[src/rtl/dcache_pkg.sv]
// Shared geometry, FSM encodings and line layout for the direct-mapped data cache.
// Latency: n/a (types and constants only).
// Backpressure: n/a.
package dcache_pkg;

    localparam int BLOCKS   = 4;
    localparam int SETS     = 16;
    localparam int OFFSET_W = $clog2(BLOCKS) + 2;
    localparam int INDEX_W  = $clog2(SETS);
    localparam int TAG_W    = 32 - OFFSET_W - INDEX_W;

    typedef logic [2:0] state_t;
    localparam state_t LOOKUP    = 3'd0;
    localparam state_t WRITEBACK = 3'd1;
    localparam state_t WB_GAP    = 3'd2;
    localparam state_t ALLOCATE  = 3'd3;
    localparam state_t REFILL    = 3'd4;

    typedef logic [BLOCKS-1:0][31:0] block_t;

    typedef struct packed {
        logic             valid;
        logic             dirty;
        logic [TAG_W-1:0] tag;
        block_t           data;
    } line_t;

endpackage

[src/rtl/dcache_line_array.sv]
// Tag/valid/dirty/data storage: one combinational read port, one write port (full line or masked word).
// Latency: read 0 cycles, writes land at the clk edge.
// Backpressure: none; valid/dirty clear asynchronously on reset, tags and data keep contents.
module dcache_line_array
    import dcache_pkg::*;
(
    input  logic                clk,
    input  logic                reset,
    input  logic [INDEX_W-1:0]  rd_idx,
    output line_t               rd_line,
    input  logic [INDEX_W-1:0]  wr_idx,
    input  logic                line_we,
    input  logic [TAG_W-1:0]    line_tag,
    input  block_t              line_dat,
    input  logic                word_we,
    input  logic [OFFSET_W-3:0] word_sel,
    input  logic [3:0]          word_mask,
    input  logic [31:0]         word_dat
);

    logic [SETS-1:0]  valid_q;
    logic [SETS-1:0]  dirty_q;
    logic [TAG_W-1:0] tag_q  [SETS];
    block_t           data_q [SETS];

    always_comb begin
        rd_line       = '0;
        rd_line.valid = valid_q[rd_idx];
        rd_line.dirty = dirty_q[rd_idx];
        rd_line.tag   = tag_q[rd_idx];
        rd_line.data  = data_q[rd_idx];
    end

    always_ff @(posedge clk or negedge reset) begin
        if (!reset) begin
            valid_q <= '0;
            dirty_q <= '0;
        end else if (line_we) begin
            valid_q[wr_idx] <= 1'b1;
            dirty_q[wr_idx] <= 1'b0;
        end else if (word_we) begin
            dirty_q[wr_idx] <= 1'b1;
        end
    end

    always_ff @(posedge clk) begin
        if (line_we) begin
            tag_q[wr_idx]  <= line_tag;
            data_q[wr_idx] <= line_dat;
        end else if (word_we) begin
            for (int b = 0; b < 4; b++) begin
                if (word_mask[b]) begin
                    data_q[wr_idx][word_sel][8*b +: 8] <= word_dat[8*b +: 8];
                end
            end
        end
    end

endmodule

[src/rtl/dcache_ctrl.sv]
// Direct-mapped write-back/write-allocate data cache controller; DCACHE_STATS_EN adds hit/miss counters.
// Latency: hits 0 added cycles; misses stall through WRITEBACK/WB_GAP/ALLOCATE/REFILL then replay.
// Backpressure: cpu_stall holds the core; mem_miss from the glue extends WRITEBACK/ALLOCATE.
module dcache_ctrl #(
    parameter int BLOCKS = 4,
    parameter int SETS   = 16
) (
    input  logic                 clk,
    input  logic                 reset,
    input  logic                 cpu_req,
    input  logic                 cpu_we,
    input  logic [31:0]          cpu_addr,
    input  logic [31:0]          cpu_wd,
    input  logic [3:0]           cpu_mask,
    output logic [31:0]          cpu_rd,
    output logic                 cpu_stall,
    output logic                 mem_req,
    output logic [31:0]          mem_addr,
    output logic                 mem_we,
    output logic [BLOCKS*32-1:0] mem_write_block,
    input  logic [BLOCKS*32-1:0] mem_read_block,
    input  logic                 mem_miss
`ifdef DCACHE_STATS_EN
    ,
    output logic [31:0]          hit_count,
    output logic [31:0]          miss_count
`endif
);
    import dcache_pkg::*;

    state_t              state;
    logic [OFFSET_W-3:0] req_word;
    logic [INDEX_W-1:0]  req_idx;
    logic [TAG_W-1:0]    req_tag;
    line_t               rd_line;
    block_t              fill_blk;
    logic                hit;
    logic                mem_done;
    logic                store_hit;
    logic                unused_bits;

    assign req_word    = cpu_addr[OFFSET_W-1:2];
    assign req_idx     = cpu_addr[OFFSET_W+INDEX_W-1:OFFSET_W];
    assign req_tag     = cpu_addr[31:OFFSET_W+INDEX_W];
    assign unused_bits = ^cpu_addr[1:0];
    assign fill_blk    = mem_read_block;

    assign hit       = rd_line.valid && (rd_line.tag == req_tag);
    assign mem_done  = mem_req && !mem_miss;
    assign cpu_stall = cpu_req && ((state != LOOKUP) || !hit);
    assign cpu_rd    = rd_line.data[req_word];
    assign store_hit = (state == LOOKUP) && cpu_req && cpu_we && hit;

    dcache_line_array u_lines (
        .clk       (clk),
        .reset     (reset),
        .rd_idx    (req_idx),
        .rd_line   (rd_line),
        .wr_idx    (req_idx),
        .line_we   (state == REFILL),
        .line_tag  (req_tag),
        .line_dat  (fill_blk),
        .word_we   (store_hit),
        .word_sel  (req_word),
        .word_mask (cpu_mask),
        .word_dat  (cpu_wd)
    );

    // Transfer outputs are registered so they stay frozen while the glue counts beats.
    always_ff @(posedge clk or negedge reset) begin
        if (!reset) begin
            state           <= LOOKUP;
            mem_req         <= 1'b0;
            mem_we          <= 1'b0;
            mem_addr        <= '0;
            mem_write_block <= '0;
        end else begin
            case (state)
                LOOKUP: begin
                    if (cpu_req && !hit) begin
                        mem_req <= 1'b1;
                        if (rd_line.valid && rd_line.dirty) begin
                            state           <= WRITEBACK;
                            mem_we          <= 1'b1;
                            mem_addr        <= {rd_line.tag, req_idx, {OFFSET_W{1'b0}}};
                            mem_write_block <= rd_line.data;
                        end else begin
                            state    <= ALLOCATE;
                            mem_we   <= 1'b0;
                            mem_addr <= {req_tag, req_idx, {OFFSET_W{1'b0}}};
                        end
                    end
                end
                WRITEBACK: begin
                    if (mem_done) begin
                        state   <= WB_GAP;
                        mem_req <= 1'b0;
                    end
                end
                // One idle cycle lets the glue beat counter fall back to zero.
                WB_GAP: begin
                    state    <= ALLOCATE;
                    mem_req  <= 1'b1;
                    mem_we   <= 1'b0;
                    mem_addr <= {req_tag, req_idx, {OFFSET_W{1'b0}}};
                end
                ALLOCATE: begin
                    if (mem_done) begin
                        state   <= REFILL;
                        mem_req <= 1'b0;
                    end
                end
                REFILL: begin
                    state <= LOOKUP;
                end
                default: begin
                    state   <= LOOKUP;
                    mem_req <= 1'b0;
                end
            endcase
        end
    end

`ifdef DCACHE_STATS_EN
    logic replay_q;

    always_ff @(posedge clk or negedge reset) begin
        if (!reset) begin
            replay_q   <= 1'b0;
            hit_count  <= '0;
            miss_count <= '0;
        end else begin
            replay_q <= (state == REFILL);
            if ((state == LOOKUP) && cpu_req && hit && !replay_q) begin
                hit_count <= hit_count + 32'd1;
            end
            if ((state == LOOKUP) && cpu_req && !hit) begin
                miss_count <= miss_count + 32'd1;
            end
        end
    end
`endif

    property p_hold_while_stalled;
        @(posedge clk) disable iff (!reset)
        cpu_stall |=> (cpu_req && $stable(cpu_we) && $stable(cpu_addr)
                       && $stable(cpu_wd) && $stable(cpu_mask));
    endproperty
    a_hold_while_stalled: assert property (p_hold_while_stalled);

    a_geometry_matches_pkg: assert property (@(posedge clk)
        (BLOCKS == dcache_pkg::BLOCKS) && (SETS == dcache_pkg::SETS));

endmodule
[config.mk]
export PLATFORM = sky130hd
export DESIGN_NAME = dcache_ctrl
export DESIGN_NICKNAME = d
export VERILOG_FILES = /design/src/rtl/dcache_pkg.sv /design/src/rtl/dcache_line_array.sv /design/src/rtl/dcache_ctrl.sv
export SDC_FILE = /design/constraint.sdc
export NUM_CORES = 2
export LEC_CHECK = 0
export CELL_PAD_IN_SITES_DETAIL_PLACEMENT = 1
export CELL_PAD_IN_SITES_GLOBAL_PLACEMENT = 2
export CORE_ASPECT_RATIO = 1.1
export CORE_MARGIN = 2
export CORE_UTILIZATION = 50
export CTS_BUF_LIST = sky130_fd_sc_hd__clkbuf_16
export CTS_CLUSTER_DIAMETER = 60
export DETAILED_ROUTE_END_ITERATION = 8
export PLACE_DENSITY_LB_ADDON = 0.1
export SLEW_MARGIN = 20
export SYNTH_ARGS = -nofsm -noshare
export SYNTH_HDL_FRONTEND = slang
export SYNTH_SLANG_ARGS = --single-unit
[constraint.sdc]
create_clock -name clk -period 21.9 [get_ports clk]
set_input_delay 4.38 -clock clk [delete_from_list [all_inputs] [get_ports clk]]
set_output_delay 4.38 -clock clk [all_outputs]
set_load 0.05 [all_outputs]
Word-level counts from Yosys, hierarchy flattened
Memory sizes are Yosys's and may differ from the RTL's.
Cells that the tools add are included.
Cells by class
  magnitude comparators: 4
  equal/unequal tests: 9
  multiplexer cells: 562
  bitwise logic cells: 517
  reductions and logical operators: 22
Operators with widths (number)
  $mux W1: 533
  $mux W128: 4
  $or A1 B1 Y1: 512
  $demux W32 S2: 4
  $mux W32: 4
  $bmux W32 S2: 1
  $pmux W32 S2: 1
  $mux W16: 3
  $or A16 B16 Y16: 2
  $eq A24 B24 Y1: 1
  $mux W24: 1
  $and A16 B16 Y16: 1
  $not A16 Y16: 1
  $pmux W3 S4: 1
  $logic_and A1 B1 Y1: 10
  $mux W3: 3
  $reduce_and A3 Y1: 3
  $bmux W1 S4: 2
  $mux W8: 1
  $eq A3 B2 Y1 const B: 2
  $lt A4 B5 Y1 const B: 1
  $demux W1 S4: 1
  $ge A4 B1 Y1 const B: 1
  $ne A2 B1 Y1 const B: 2
  16 further kinds: 19
Word-level totals
  register bits after elaboration: 197
  RAM bits: 2432
  word-level logic and storage cells: 1123
  memories kept: 2
Memory list
  u_lines.data_q: depth 16, width 128, rd ports 1, clocked after Yosys merged registers in 0, write ports 1, line dcache_line_array.sv:24  | block_t data_q [SETS];
  u_lines.tag_q: depth 16, width 24, rd ports 1, clocked after Yosys merged registers in 0, write ports 1, line dcache_line_array.sv:23  | logic [TAG_W-1:0] tag_q [SETS];

Depth between registers and ports, before layout
  depth after elaboration: 11
  mapped depth: 17

By module
From an unflattened synthesis, not the netlist that was laid out.
Second synthesis, totals
  cell total of the unflattened synthesis: 4680
  area total of the unflattened synthesis: 103793.3 um2
Modules (own cells, without submodules)
  dcache_line_array: instances 1, cells each 4205, area each 95755.6 um2, sequential area each 73830.8 um2
  dcache_ctrl: instances 1, cells each 475, area each 8037.7 um2, sequential area each 4028.9 um2

Worst setup path after synthesis
Ideal clock, no wire load.
  path type: input to output
  start: in cpu_addr[4]
  end: out cpu_rd[17]
  data arrival time: 8759 ps
  path slack: 8761 ps
  stages on the path: 13
  path through: buf_2 > buf_2 > buf_2 > buf_2 > buf_2 > buf_2 > buf_2 > buf_2 > buf_2 > buf_1 > mux4_2 > mux4_2 > mux4_2
Between the ends
  cells in the longest elaborated chain, start to end: 3
RTL lines
  start, declared: line dcache_ctrl.sv:12  | input logic [31:0] cpu_addr,
  $mem_v2 Z16 W128
  $bmux W32 S2: line dcache_ctrl.sv:51  | assign cpu_rd = rd_line.data[req_word];
  $mux W32 (not written as such): line dcache_ctrl.sv:51
  end, declared: line dcache_ctrl.sv:15  | output logic [31:0] cpu_rd,
Every way passes these cells. The select of a mux whose other input is x is not followed.

Worst setup path after layout
  start: in cpu_addr[4]
  end: out cpu_rd[8]
Same word-level chain as after synthesis.

==> qor.txt <==
Layout cells sized above 1: 0.291
Failing checks: design-rule violations
Reg2Reg Setup Slack: 15.63 ns
Drt first pass iters: 9
Worst Hold Class: flop to flop
Synth Instances: 4,806
Synth area leaders: edfxtp_1, mux4_2, dfrtp_1
Slowest cell on the critical path: buf_4
Final setup violation count: 0
Area growth from synthesis to layout: 15.3%
Number of CTS-inserted buffers: 286
Crit Path Class: primary input to output pin
Worst VDD drop: 83.7 µV
Met3 WL: 18,300 µm
CTS Buffer Depth: 4
CTS Hold Buffers Added: 0
# DRC: 66
Worst skew pair latency: 0.94 ns
Fin crit share: 0.696
Via/cell ratio: 6.31
PortBufs: 389
FFs w/ async S/R, synth: 0.0735
Final Critical Period: 15.24 ns
Synth cell types: 65
Hpwl dp: 195,000 µm
Core Area: 207,000 µm²
WP data arrival: 10.86 ns
CTS sink cnt: 2,625
Number of setup buffers added after CTS: 0
Slowest cell delay on critical path: 0.82 ns
Antenna violations before repair: 20
Yosys warnings: 0
Vias in the first global route: 54,511
Power density cells: 91.9 nW/µm²
Worst-Margin Slew: 1.18 ns
RSZ-0062 raised after global routing: no
CP Cell Sequence: buf_8 > buf_4 > buf_4 > buf_4 > buf_4 > mux4_2 > mux4_2 > mux4_2 > clkdlybuf4s50_1
Rows: 175
Max-Cap Viols: 0
Largest net degree at the start of global routing: 90
Hold path cells: 1
HP Start: u_lines.valid_q[7]
Worst slew margin: 0.209
WL met1: 117,000 µm
Sequential-to-total area share from yosys stat: 0.749
Worst r2r dst: mem_write_block[71]
Die width: 439 µm
Final Hold Fails: 0
WP data required: 17.52 ns
1st-iter DRT viols: 5,233
Post-CTS resize count: 0
# IOs: 396
CP endpoint kind: output pin
Leading area contributor after synthesis: edfxtp_1
Wire length on met2: 154,000 µm
First-pass GRT wire length: 422,000 µm
Most used cell, CP: buf_4
Placer Congestion: 0.808
CP bufs+invs: 6
Startpoint Class: primary input
Most common flop cell mapped by yosys: edfxtp_1
Via count: 52,056
Setup TNS: 0 ns
Worst Path Max Fanout: 89
Crit path depth: 9
Max H-tree Level: 5
Routed Antenna Nets: 0
Congestion Overflow GR: 0
Final slew viol count: 0
Outcome: finished with violations
Clock slew at reported path FFs: 0.06 ns
CTS tree: yes
Average cell area after synthesis: 21.6 µm²
Register bit total from synthesis: 2,625
Drt wl/cell: 36.5 µm
Top Layer Used: met5
Root buf cell: clkbuf_16
# nets final: 5,492
Top Family by Delay on Critical Path: buffers and inverters
Final Skew: 0.0406 ns
Drt total wl: 301,000 µm
Mapped cell area: 104,000 µm²
Maximum clock frequency: 65.6 MHz
Post-synth EDFFs: 2,432
Starting Density: 0.503
Post-synth top area share: 0.702
Total track usage: 0.287
Post-synth top cells: edfxtp_1, mux4_2, nor2_1
Worst R2R Start: u_lines.tag_q[12][20]
Die height: 482 µm
Hold Path End: u_lines.valid_q[7]
Hold WS: 0.462 ns
Top-count cell post-synth: edfxtp_1
Die area: 212,000 µm²
Worst r2r path cells: 11
Leakage Power: 38.8 nW
how the worst max path moves through the flow:
stage / from / endpoint / slack (ns)
after CTS: cpu_addr[4] / cpu_rd[8] / 6.47
after floorplan: cpu_addr[4] / cpu_rd[17] / 8.76
after global placement: cpu_addr[4] / cpu_rd[8] / 6.47
after detailed placement: cpu_addr[4] / cpu_rd[8] / 6.46
final: cpu_addr[4] / cpu_rd[8] / 6.66
after global routing: cpu_addr[4] / cpu_rd[8] / 6.13
cells in the final DEF, fill, tap and decap left out, types with 34 or more instances in the layout:
cell / n
buf_4: 101
clkbuf_16: 293
clkdlybuf4s50_1: 382
clkinv_1: 62
clkinv_2: 39
dfrtp_1: 193
edfxtp_1: 2432
inv_1: 71
mux2_2: 267
mux2i_1: 94
mux4_2: 741
nand2_1: 67
nor2_1: 253
o21ai_0: 34
area by class of cell:
class,count,area [µm²]
Clock inverter,195,1330
Fill cell,17239,86800
Clock buffer,293,7330
Inverter,9,33.8
Timing Repair Buffer,490,4670
Multi-Input combinational cell,1879,25200
Sequential cell,2625,77900
Tap cell,2743,3430
Antenna cell,18,45.0
logic make-up (layout without fill, tap and decap cells):
family	count (synthesis)	in the layout	share of synthesized area
xor+xnor	26	26	0.00219
simple gates	524	524	0.0223
compound gates	214	214	0.0150
mux	1111	1111	0.200
flops	2625	2625	0.749
other cells	1	22	0.0000361
buf+inv	305	987	0.0120
stage by stage:
step	cell area (µm²)	power, W	setup WS (ns)	utilization	instances
after floorplan	104000	0.00618	8.76	-	4809
after global placement	111000	0.00656	6.47	0.538	7746
after detailed placement	111000	0.00658	6.46	0.538	7746
after CTS	120000	0.0111	6.47	0.580	8234
after global routing	120000	0.0113	6.13	0.580	8247
final	120000	0.0110	6.66	0.580	8252
worst reg2reg max path, cell delays in order (launching register included):
cell	delay, ns
edfxtp_1	0.36
mux4_2	0.46
a22oi_1	0.35
a21oi_1	0.11
or4_1	0.66
or4b_1	0.59
nor3_1	0.67
nand3b_1	0.31
nand3_4	0.62
buf_4	0.73
buf_4	0.78
mux2_2	0.51
power by group:
group	leakage, nW	internal (W)	switching (W)
registers	24.5	0.00552	0.0000353
logic	9.84	0.000329	0.000579
clock network	4.48	0.00263	0.00192
total	38.8	0.00849	0.00253
state kept, by name (all words and copies together) (netlist names), named ones only:
register / flops
mem_write_block: 128
u_lines.tag_q: 384
mem_addr: 28
mem_req: 1
u_lines.valid_q: 16
u_lines.data_q: 2048
mem_we: 1
state: 3
metal layers:
metal / global-route usage / vias up
met5: 0 / -
li1: - / 21063
met2: 0.484 / 2005
met1: 0.377 / 28532
met3: 0.0462 / 452
met4: 0.108 / 4
(Power assumes the default switching activity.)
